===== config.mk =====
export PLATFORM = sky130hd
export DESIGN_NAME = inst_fetch_queue
export DESIGN_NICKNAME = d
export VERILOG_FILES = /design/src/rtl/inst_fetch_queue.sv
export SDC_FILE = /design/constraint.sdc
export NUM_CORES = 1
export LEC_CHECK = 0
export CORE_ASPECT_RATIO = 0.9
export CORE_MARGIN = 2
export CORE_UTILIZATION = 45
export DETAILED_ROUTE_END_ITERATION = 8
export GPL_TIMING_DRIVEN = 0
export PLACE_DENSITY = 0.73
export SETUP_SLACK_MARGIN = 0.2
export SLEW_MARGIN = 40
export SYNTH_ARGS = -nofsm -noshare
export SYNTH_HDL_FRONTEND = slang
export SYNTH_SLANG_ARGS = --single-unit

===== constraint.sdc =====
create_clock -name clk -period 2.85 [get_ports clk]
set_clock_uncertainty 0.05 [all_clocks]
set_input_delay 0.7125 -clock clk [delete_from_list [all_inputs] [get_ports clk]]
set_output_delay 0.7125 -clock clk [all_outputs]
set_load 0.01 [all_outputs]

===== src/rtl/inst_fetch_queue.sv =====
// -----------------------------------------------------------------------------
// inst_fetch_queue
//
// Purpose:
//   Small FIFO sitting between the instruction-fetch / I-cache response path
//   and the decode (ID) stage. Each entry carries {pc, instruction,
//   fetch-address-error}. The head entry is presented to decode as
//   validD/pcD/instrD/adelD. A pipeline flush (mispredict, exception, eret)
//   discards every buffered entry.
//
// Parameters:
//   DEPTH  number of entries (power of two, >= 2)
//   PTR_W  pointer width, log2(DEPTH)
//
// Ports:
//   clk          clock, all state updates on the rising edge
//   rst          asynchronous reset, active low
//   flush        drop all entries; wins over push and pop
//   stallD       decode stalled, head entry is held
//   in_valid     fetch side presents an entry
//   in_pc        PC of the fetched instruction
//   in_instr     fetched instruction word
//   in_adel      fetch address error for this entry
//   in_ready     queue can accept an entry this cycle
//   almost_full  occupancy >= DEPTH-1 (fetch throttle hint)
//   validD       head entry valid
//   pcD          head PC (0 when empty)
//   instrD       head instruction (0 = NOP when empty)
//   adelD        head fetch address error (0 when empty)
//   count        current occupancy, 0..DEPTH
//
// Build option:
//   IFQ_BYPASS_EN  when defined, an entry arriving at an empty, unstalled,
//                  unflushed queue is forwarded straight to the head outputs
//                  in the same cycle and is not stored.
// -----------------------------------------------------------------------------
module inst_fetch_queue #(
  parameter int DEPTH = 4,
  parameter int PTR_W = 2
) (
  input  logic             clk,
  input  logic             rst,
  input  logic             flush,
  input  logic             stallD,
  input  logic             in_valid,
  input  logic [31:0]      in_pc,
  input  logic [31:0]      in_instr,
  input  logic             in_adel,
  output logic             in_ready,
  output logic             almost_full,
  output logic             validD,
  output logic [31:0]      pcD,
  output logic [31:0]      instrD,
  output logic             adelD,
  output logic [PTR_W:0]   count
);

  // Occupancy thresholds expressed in the counter's own width.
  localparam logic [PTR_W:0] FULL_CNT = (PTR_W+1)'(DEPTH);
  localparam logic [PTR_W:0] AF_CNT   = (PTR_W+1)'(DEPTH - 1);
  localparam logic [PTR_W:0] CNT_ONE  = (PTR_W+1)'(1);
  localparam logic [PTR_W-1:0] PTR_ONE = PTR_W'(1);

  typedef struct packed {
    logic [31:0] pc;
    logic [31:0] instr;
    logic        adel;
  } entry_t;

  // ---------------------------------------------------------------------------
  // State
  // ---------------------------------------------------------------------------
  entry_t             mem_q [DEPTH];
  logic [PTR_W-1:0]   wr_ptr_q, wr_ptr_d;
  logic [PTR_W-1:0]   rd_ptr_q, rd_ptr_d;
  logic [PTR_W:0]     cnt_q,    cnt_d;

  // ---------------------------------------------------------------------------
  // Handshake decode
  // ---------------------------------------------------------------------------
  logic   q_empty;
  logic   q_full;
  logic   q_valid;
  logic   bypass;
  logic   push;
  logic   pop;
  entry_t in_entry;
  entry_t head_entry;

  assign q_empty = (cnt_q == '0);
  assign q_full  = (cnt_q == FULL_CNT);
  assign q_valid = ~q_empty;

`ifdef IFQ_BYPASS_EN
  // Empty queue, decode ready, no flush: hand the entry straight to decode.
  // A stalled decode falls back to the normal write path.
  assign bypass = q_empty & in_valid & ~flush & ~stallD;
`else
  assign bypass = 1'b0;
`endif

  // in_ready is derived from the registered count only, so stallD never
  // reaches in_ready combinationally.
  assign in_ready    = ~q_full;
  assign almost_full = (cnt_q >= AF_CNT);

  // A bypassed entry is consumed in flight: it is neither stored nor popped.
  assign push = in_valid & in_ready & ~flush & ~bypass;
  assign pop  = q_valid & ~stallD & ~flush;

  assign in_entry = '{pc: in_pc, instr: in_instr, adel: in_adel};

  // ---------------------------------------------------------------------------
  // Next-state logic for pointers and occupancy
  // ---------------------------------------------------------------------------
  always_comb begin
    wr_ptr_d = wr_ptr_q;
    rd_ptr_d = rd_ptr_q;
    cnt_d    = cnt_q;

    if (flush) begin
      wr_ptr_d = '0;
      rd_ptr_d = '0;
      cnt_d    = '0;
    end else begin
      if (push) begin
        wr_ptr_d = wr_ptr_q + PTR_ONE;
      end
      if (pop) begin
        rd_ptr_d = rd_ptr_q + PTR_ONE;
      end
      unique case ({push, pop})
        2'b10:   cnt_d = cnt_q + CNT_ONE;
        2'b01:   cnt_d = cnt_q - CNT_ONE;
        default: cnt_d = cnt_q;  // idle, or push+pop cancel out
      endcase
    end
  end

  always_ff @(posedge clk or negedge rst) begin
    if (!rst) begin
      wr_ptr_q <= '0;
      rd_ptr_q <= '0;
      cnt_q    <= '0;
    end else begin
      wr_ptr_q <= wr_ptr_d;
      rd_ptr_q <= rd_ptr_d;
      cnt_q    <= cnt_d;
    end
  end

  // ---------------------------------------------------------------------------
  // Storage array: one enable per slot, no reset (contents are qualified by
  // cnt_q, so stale data is never observed).
  // ---------------------------------------------------------------------------
  genvar gi;
  generate
    for (gi = 0; gi < DEPTH; gi++) begin : g_slot
      logic slot_we;
      assign slot_we = push & (wr_ptr_q == PTR_W'(gi));

      always_ff @(posedge clk) begin
        if (slot_we) begin
          mem_q[gi] <= in_entry;
        end
      end
    end
  endgenerate

  // ---------------------------------------------------------------------------
  // Head presentation
  // ---------------------------------------------------------------------------
  always_comb begin
    head_entry = '0;
    if (q_valid) begin
      head_entry = mem_q[rd_ptr_q];
    end else if (bypass) begin
      head_entry = in_entry;
    end
  end

  // An empty head is forced to all-zero; instrD = 0 decodes as sll $0,$0,0.
  assign validD = q_valid | bypass;
  assign pcD    = head_entry.pc;
  assign instrD = head_entry.instr;
  assign adelD  = head_entry.adel;
  assign count  = cnt_q;

endmodule


Yosys cells after proc, flatten, opt, wreduce, memory -nomap -nowiden
Memory sizes are Yosys's and may differ from the RTL's.
Index checks and enable logic that the tools add are counted.
{ "word_totals": {"out_inout_bits": 71, "ram_bits": 260, "regBits": 7, "mem_count": 1} }
{ "memory_table": {"columns": ["memory", "words", "width", "rd", "rd_clocked_by_memory_dff", "write_ports", "line", "rtl"], "rows": [
  ["mem_q", 4, 65, 1, 0, 1, "73", "entry_t mem_q [DEPTH];"]
]} }
{ "op_classes": {"order_cmp": 1, "n_eq_ne": 6, "bitwise_logic": 12, "n_reduce_logical": 8, "mux": 24, "add_sub_neg": 4} }
{ "ops": {"columns": ["operator", "count"], "rows": [
  ["65-bit 2-to-1 mux", 4],
  ["65-bit OR reduction", 3],
  ["2-bit 2-to-1 mux", 7],
  ["1-bit 2-to-1 mux", 11],
  ["1-bit AND", 8],
  ["2-bit equality test, second input constant", 3],
  ["3-bit one-hot mux with 2 select lines", 1],
  ["2-bit by 1-bit adder with 2-bit output, second input constant", 2],
  ["2-bit by 1-bit equality test with 1-bit output, second input constant", 2],
  ["1-bit inverter", 4],
  ["2-bit nonzero test", 2],
  ["3-bit by 1-bit adder with 3-bit output, second input constant", 1],
  ["3-bit equality test, second input constant", 1],
  ["3-bit by 2-bit greater-or-equal comparator with 1-bit output, second input constant", 1],
  ["3-bit zero test", 1],
  ["3-bit 2-to-1 mux", 1],
  ["3-bit nonzero test", 1],
  ["3-bit by 1-bit subtractor with 3-bit output, second input constant", 1],
  ["2-bit zero test", 1]
]} }

Longest topological paths before layout
Gate-level depths: netlist (run 1).
{ "depth": {"word_depth": 11, "mapped_depth": 7} }

Worst setup path after synthesis (run 1)
Ideal clock, no wire load.
{ "synth_timing": {"kind": "input to register", "startpoint": "input port in_valid", "endpoint": "memory mem_q[0][0] in the netlist's numbering (enable)", "path_stages": 4, "path_buffers": 1, "required_ps": 2370, "setup_ps": 430, "setup_slack_ps": -476, "arrival_ps": 2846, "cell_sequence": "buf_1 inv_1 nor2_1 and3_1"} }
{ "synth_lines": {"columns": ["element", "line", "rtl"], "rows": [
  ["from (decl)", "45", "input logic in_valid,"],
  ["1-bit AND (2 in a row)", "108", "assign push = in_valid & in_ready & ~flush & ~bypass;"],
  ["1-bit AND", "160", "assign slot_we = push & (wr_ptr_q == PTR_W'(gi));"],
  ["via g_slot[0].slot_we", "159", "logic slot_we;"],
  ["1-bit 2-to-1 mux", "163", "if (slot_we) begin"],
  ["1-bit 2-to-1 mux (not written as such)", "164", "mem_q[gi] <= in_entry;"],
  ["1-bit 2-to-1 mux (no line) (3 in a row)", null, null],
  ["to (decl)", "73", null]
]} }
The timed path passes the listed nets, and every way through them passes these cells.

Worst setup path in the final report (run 1)
{ "layout_timing": {"startpoint": "register rd_ptr_q[0]", "endpoint": "output port instrD[21]"} }
{ "layout_via": {"elab_chain_len": 2} }
{ "layout_rtl": {"columns": ["element", "line", "rtl"], "rows": [
  ["from (decl)", "75", "logic [PTR_W-1:0] rd_ptr_q, rd_ptr_d;"],
  ["from (signal assigned)", "147", "rd_ptr_q <= rd_ptr_d;"],
  ["memory 4 x 65 bit", null, null],
  ["65-bit 2-to-1 mux", "175", "if (q_valid) begin"],
  ["to (decl)", "53", "output logic [31:0] instrD,"]
]} }
Every way passes these cells.

==> key figures, run 1 <==
Yosys
  – Synth Net Count: between 500 and 600
  – Seq/Total Area, Yosys: 76.6%
  – Mean Syn Cell Area: 21.7 µm²
  – Number of flops mapped to enable cells by yosys: 260
  – Yosys reg bits: 267
  – Ys async rst share: 2.62%
  – Yosys top cell area share: 74.9%
  – Syn. warnings: 0
  – Yosys top cell by area: edfxtp_1
  – Gate Count Post-Synth: 480
  – Ys flop type: edfxtp_1
  – Synth top area cells: edfxtp_1, mux4_2, and2_1
  – Cell variety after synth: 37
  – Synthesized area: between 10000 and 15000 µm²

Floorplanning
  – Die Y: 148 µm
  – Io pins: 141
  – Starting Density: 46.1%
  – Core area: 22600 µm²
  – Row count: 52
  – Die ar.: 24400 µm²
  – Die W: between 150 and 200 µm

Critical path
  – CP cell instances: buf_6 -> buf_12 -> buf_8 -> buf_12 -> buf_12 -> mux4_2 -> and2_4 -> buf_6
  – Critical setup path kind: reg2out
  – CP max FO: 5
  – Reg-to-reg startpoint: count[1]$_DFFE_PN0P_
  – Reg2reg setup slack: 0.31 ns
  – Critical path depth: 8
  – Critical Path RT: between 2 and 2.5 ns
  – Worst path arrival time: 2.23 ns
  – FF-to-FF End: count[1]$_DFFE_PN0P_
  – Most common cell on crit path: buf_12
  – Reg2Reg Depth: 10
  – Crit-path leading delay family: buffers and inverters
  – Worst path bufs/invs: 6
  – Setup crit end kind: output port
  – Slowest stage delay, CP: 0.41 ns
  – Critical-path top delay cell: mux4_2
  – Setup crit start kind: register

Detailed routing
  – Via-per-instance ratio: 5.26
  – Vias: around 5400
  – Routed WL: ~21000 µm
  – Initial DRC Count: around 290
  – # DRC: 0
  – Post-route ant nets: 0
  – Routed length per placed instance: 20.7 µm
  – TritonRoute pass-1 iters: 4

Pwr
  – Clk pwr share: 29.6%
  – Power Density: approximately 830 nW/µm²
  – Combinational share of power: 31.8%
  – Sw Pwr: roughly 3000 µW
  – Internal power: 8790 µW
  – Part of the power in registers: 38.6%
  – P_leak: 0.00485 µW
  – Max VDD drop: between 0.4 and 0.5 mV
  – Sw Ratio: 25.0%

Clock tree
  – Clock root buffer: clkbuf_16
  – Clk buf depth: 3
  – H-tree levels: 1
  – Clk slew on worst S/H paths: 0.06 ns
  – CTS sink count: around 270
  – Clock latency on the worst-skew pair: around 0.52 ns
  – CTS tree: done
  – CTS buffer count: 27

Status
  – Failing checks: negative setup slack
  – Run status: finished, violations left

Place
  – Hpwl dp: ~13000 µm
  – Gp weighted congestion: just under 0.8
  – I/O Buffers: 139

Timing
  – Tcrit/Tclk final: 105%
  – Max-slew violations: 0
  – Final Hold Fails: 0
  – Rel. slew slack: 65.7%
  – Fmax: 334 MHz
  – Min cycle time layout: 3.00 ns
  – Final WS setup: -0.146 ns
  – Worst-margin pin slew: 0.515 ns
  – Unrepaired setup endpoints after global routing: yes
  – Min Hold Slack: 0.418 ns
  – Endpoints failing setup: 48

Layout
  – Final core utilization: 62.3%
  – Fillers: 1546
  – Layout Area Growth over Synthesis: 35.3%
  – Share of layout cells above drive strength 1: between 40% and 50%
  – Final nets: 774

GRT
  – GRT Util Overall: 17.3%
  – Grt ovf: 0
  – Largest net degree at the start of global routing: 34
  – Initial antenna violation count: 1
  – Vias in the first global route: about 5700
  – First-pass GRT wire length: 31900 µm

Job
  – Max-cap violation count: 0

Min path
  – Worst hold path type: in2async
-- power by group through the flow --
stage	Combinational [µW]	Sequential (µW)	Clock, µW
2_1_floorplan	1420	4600	0
3_3_place_gp	2670	4600	0
3_5_place_dp	2740	4610	0
4_1_cts	3350	4520	3550
5_1_grt	3980	4530	3700
6_report	3720	4520	3470
-- cells in the final DEF (no fill, tap or decap), drive strengths merged, types with 2 or more instances in the layout --
cell	instances
clkdlybuf4s15	2
and3	5
edfxtp	260
or4b	2
o21ai	4
o21a	2
inv	8
nor2b	3
clkinvlp	3
nand2b	2
clkinv	12
clkdlybuf4s50	72
mux4	65
bufinv	3
clkbuf	46
and2	65
a21oi	6
dfrtp	7
ha	4
nor2	3
nand3	3
buf	126
-- layer usage --
layer  global-route usage (%)  part of all wire (%)  up-vias
met3                     3.32                   6.1       34
met1                     23.6                    42     2739
met5                        0                     0        -
li1                         -                     -     2400
met4                     3.57                   1.8        0
met2                     29.3                    50      177
-- cells by family after synthesis --
logic type,after synthesis,synth area share [%]
DFF,267,76.6
and+or+nand+nor,89,5.47
muxes,65,14.0
buffers and inverters,34,2.02
AOI/OAI and AO/OA,19,1.16
adders and majority gates,5,0.672
xor gates and xnor gates,1,0.0840
-- worst max-delay path by stage --
stage | start | to | slack, ns
floorplan | in_valid | mem_q[0][0]$_DFFE_PP_ | 0.24
global placement | in_valid | mem_q[2][17]$_DFFE_PP_ | -1.06
CTS | rd_ptr_q[0]$_DFFE_PN0P_ | pcD[3] | -0.26
detailed placement | in_valid | mem_q[0][17]$_DFFE_PP_ | -0.53
global route | rd_ptr_q[0]$_DFFE_PN0P_ | instrD[16] | -0.21
finish | rd_ptr_q[0]$_DFFE_PN0P_ | instrD[21] | -0.15
-- registers in the layout, summed over array words and instances, names as in the netlist --
register,flops
mem_q,260
wr_ptr_q,2
count,3
rd_ptr_q,2
-- per-stage QoR --
step	total power [µW]	worst slack [ns]	setup TNS, ns	area [µm²]	instances
5_1_grt	12200	-0.209	-6.62	14100	1016
3_5_place_dp	7350	-0.527	-82.89	12400	923
6_report	11700	-0.146	-2.41	14100	1017
3_3_place_gp	7270	-1.06	-280.74	12200	916
4_1_cts	11400	-0.257	-5.90	13800	1005
2_1_floorplan	6020	0.243	0	10400	480
-- layout make-up --
cell class	count	area, µm²	share of cell area, %
inverter	7	26.3	0.186
buffer	27	322	2.28
sequential	267	7990	56.6
clock buffer	30	707	5.01
timing repair buffer	189	2080	14.7
antenna	1	2.50	0.0177
tap	297	372	2.63
clock inverter	19	183	1.29
multi-input combinational	180	2440	17.3
-- cell usage after synthesis, drive strengths merged (2+ instances only) --
| master | instances |
|---|---|
| ha | 4 |
| mux4 | 65 |
| o21ai | 4 |
| a21oi | 6 |
| nand2b | 2 |
| inv | 7 |
| buf | 16 |
| nor2 | 3 |
| and3 | 4 |
| edfxtp | 260 |
| o21a | 2 |
| nand3 | 3 |
| and2 | 65 |
| nor2b | 3 |
| dfrtp | 7 |
| clkbuf | 11 |
| or4b | 2 |
-- repair_timing --
item / 4_1_cts / 5_1_grt
gates resized for setup: 364 / 92
hold buffers: 0 / 0
endpoints found under the hold margin: 0 / 0
setup endpoints to repair: 128 / 162
setup buffers: 28 / 10
pin swaps: 20 / 36
gates cloned: 5 / 1
Note: power is estimated with default switching activity, not from simulation.
==> run 2, diff against run 1 <==
--- a/config.mk
+++ b/config.mk
@@ -7,10 +7,10 @@
 export LEC_CHECK = 0
 export CORE_ASPECT_RATIO = 0.9
 export CORE_MARGIN = 2
-export CORE_UTILIZATION = 45
+export CORE_UTILIZATION = 40
 export DETAILED_ROUTE_END_ITERATION = 8
 export GPL_TIMING_DRIVEN = 0
-export PLACE_DENSITY = 0.73
+export PLACE_DENSITY = 0.67
 export SETUP_SLACK_MARGIN = 0.2
 export SLEW_MARGIN = 40
 export SYNTH_ARGS = -nofsm -noshare
==> run 2 against run 1 <==
  * The run still ends with negative setup slack left
  * Final cell count up 6.3%
  * Via count is 2.0% higher
  * Count of clock-buffer cells in the layout rose by 8
  * Wire length increased by 4.8%
  * Sequential share of layout area is 0.85 points lower
  * Combinational power is 7.5% higher
  * Cell area rose by 1.5%
  * Critical path type unchanged
==> key figures, run 2 (synthesis gave the netlist of run 1 again) <==
Status
  – Run status: finished, violations left
  – Failing checks: negative setup slack

GRT
  – Initial antenna violation count: 0 (-1)
  – Vias in the first global route: 5998 (+5.2%)
  – First-pass GRT wire length: 33700 µm (+5.5%)
  – GRT Util Overall: 16.1% (-1.2 points)
  – Grt ovf: 0 (unchanged)
  – Largest net degree at the start of global routing: 27 (-21%)

Timing
  – Setup TNS: -1.14 ns (+1.27 ns)
  – Final Hold Fails: 0 (unchanged)
  – Unrepaired setup endpoints after global routing: yes
  – Worst-margin pin slew: 0.629 ns (+0.114 ns)
  – Fmax: 337 MHz (+1.0%)
  – Final WS setup: -0.116 ns (+0.0296 ns)
  – Max-slew violations: 0 (unchanged)
  – Endpoints failing setup: 36 (-25%)
  – Rel. slew slack: 58.1% (-7.6 points)
  – Min cycle time layout: 2.97 ns (-0.0296 ns)
  – Tcrit/Tclk final: 104% (-1.0 points)

Detailed routing
  – Initial DRC Count: 344 (+19%)
  – Post-route ant nets: 0 (unchanged)
  – Via-per-instance ratio: 5.05 (-4.1%)
  – TritonRoute pass-1 iters: 4 (unchanged)
  – Vias: 5455 (+2.0%)
  – # DRC: 0 (unchanged)
  – Routed WL: 22000 µm (+4.8%)
  – Routed length per placed instance: 20.4 µm (-1.4%)

Layout
  – Layout Area Growth over Synthesis: 37.4%
  – Commonest non-fill, non-tap cell in the layout: edfxtp_1
  – Non-filler cells, final: 1081 (+6.3%)
  – Fillers: 1970 (+27%)
  – Final core utilization: 55.4% (-6.9 points)
  – Biggest register: mem_q
  – Share of layout cells above drive strength 1: 44.9% (about the same)
  – Max reg flops: 260 (unchanged)
  – Final Instance Area: 14300 µm² (+1.5%)
  – Final nets: 788 (+1.8%)
  – Commonest cells after routing, fill and taps aside: edfxtp_1, buf_6, clkdlybuf4s50_1, mux4_2, and2_4
  – Antenna Cells: 0 (-1)

Critical path
  – Reg2Reg Depth: 10 (unchanged)
  – Worst path bufs/invs: 6 (unchanged)
  – Critical-path top delay cell: mux4_2
  – Setup crit start kind: register
  – Critical path depth: 8 (unchanged)
  – Critical Path RT: 2.09 ns (about the same)
  – CP cell instances: buf_6 -> buf_12 -> buf_12 -> buf_16 -> buf_6 -> mux4_2 -> and2_4 -> buf_6
  – CP max FO: 8 (+3)
  – Setup crit end kind: output port
  – Slowest stage delay, CP: 0.40 ns (about the same)
  – Most common cell on crit path: buf_6
  – Worst path arrival time: 2.20 ns (-0.03 ns)
  – Crit-path leading delay family: buffers and inverters
  – Critical setup path kind: reg2out

Floorplanning
  – Die W: 174 µm (+5.9%)
  – Core area: 25900 µm² (+14%)
  – Row count: 56 (+7.7%)
  – Io pins: 141 (unchanged)
  – Die ar.: 27400 µm² (+12%)
  – Die Y: 157 µm (+5.9%)
  – Starting Density: 40.3% (-5.7 points)

Clock tree
  – Hold bufs inserted after CTS: 0 (unchanged)
  – Clock latency on the worst-skew pair: 0.54 ns (+0.02 ns)
  – CTS buffer count: 29 (+7.4%)
  – CTS sink count: 267 (unchanged)
  – CTS tree: done
  – Clock root buffer: clkbuf_16
  – H-tree levels: 1 (unchanged)
  – Clk slew on worst S/H paths: 0.06 ns (about the same)
  – Clk buf depth: 3 (unchanged)

Place
  – DP Cell Count: 975 (+5.6%)
  – Gp weighted congestion: 0.790 (+0.16%)
  – Post-DP Area: 12400 µm² (+0.68%)
  – I/O Buffers: 139 (unchanged)
  – Hpwl dp: 12900 µm (+1.4%)

Pwr
  – Max VDD drop: 0.488 mV (+6.0%)
  – P_leak: 0.00492 µW (+1.6%)
  – Power Density: 830 nW/µm² (about the same)

Min path
  – Worst hold path type: in2async

Job
  – Max-cap violation count: 0 (unchanged)
run 2: changes by cell type in the layout (fill, tap and decap cells not counted), moves of 6 or more:
cell	before	now
buf_6	70	82
clkbuf_1	3	11
clkbuf_2	9	3
clkinv_2	9	3
run 2: final timing paths:
kind / from / endpoint / slack (ns)
worst max-delay path: rd_ptr_q[0]$_DFFE_PN0P_ / instrD[16] / -0.12
worst min-delay path: rst / count[0]$_DFFE_PN0P_ / 0.41
worst max register to register: count[0]$_DFFE_PN0P_ / count[1]$_DFFE_PN0P_ / 0.19
worst min register to register: wr_ptr_q[1]$_DFFE_PN0P_ / wr_ptr_q[1]$_DFFE_PN0P_ / 0.56
max in group asynchronous: rst / rd_ptr_q[1]$_DFFE_PN0P_ / 2.03
min in group clk: wr_ptr_q[1]$_DFFE_PN0P_ / wr_ptr_q[1]$_DFFE_PN0P_ / 0.56
run 2: area by class of cell:
cell class | count | area, µm² | share of cell area, %
timing repair buffer | 198 | 2190 | 15.3
clock buffer | 38 | 759 | 5.30
buffer | 27 | 368 | 2.57
clock inverter | 13 | 92.6 | 0.646
tap | 348 | 435 | 3.04
sequential | 267 | 7990 | 55.7
multi-input combinational | 183 | 2470 | 17.3
inverter | 7 | 28.8 | 0.201
run 2: repair_timing:
item | 4_1_cts | 5_1_grt
pin swaps | 48 | 25
cloned | 8 | 0
endpoints found under the setup margin | 250 | 156
setup buffers | 36 | 11
resized for setup | 409 | 64
run 2: worst reg2reg max path, stage by stage (launching register included):
cell and delay, ns:
dfrtp_1 0.40, buf_6 0.14, buf_4 0.13, buf_4 0.14, o21a_1 0.24, nor4_4 0.27, fa_2 0.51, buf_4 0.15
nor2b_1 0.14, nor4b_1 0.08, a221o_1 0.29
run 2: metal layers:
metal	track usage [%]	share of wire, %	vias up
met4	3.84	2.1	0
met3	3.31	5.6	41
met2	28.7	51	166
met1	20.4	41	2817
met5	0	0	-
li1	-	-	2431
run 2: where the power goes:
part	internal [µW]	switching (µW)
sequential	4470	49.8
clock	1950	1420
combinational	2460	1540
total	8880	3020
run 2: per-stage QoR:
stage / power, µW / hold slack (ns) / setup slack [ns]
6_report: 11900 / 0.408 / -0.116
5_1_grt: 12400 / 0.407 / -0.212
4_1_cts: 11600 / 0.386 / -0.149
3_5_place_dp: 7370 / 0.549 / -0.645
3_3_place_gp: 7290 / 0.529 / -1.09
2_1_floorplan: 6020 / 0.367 / 0.243
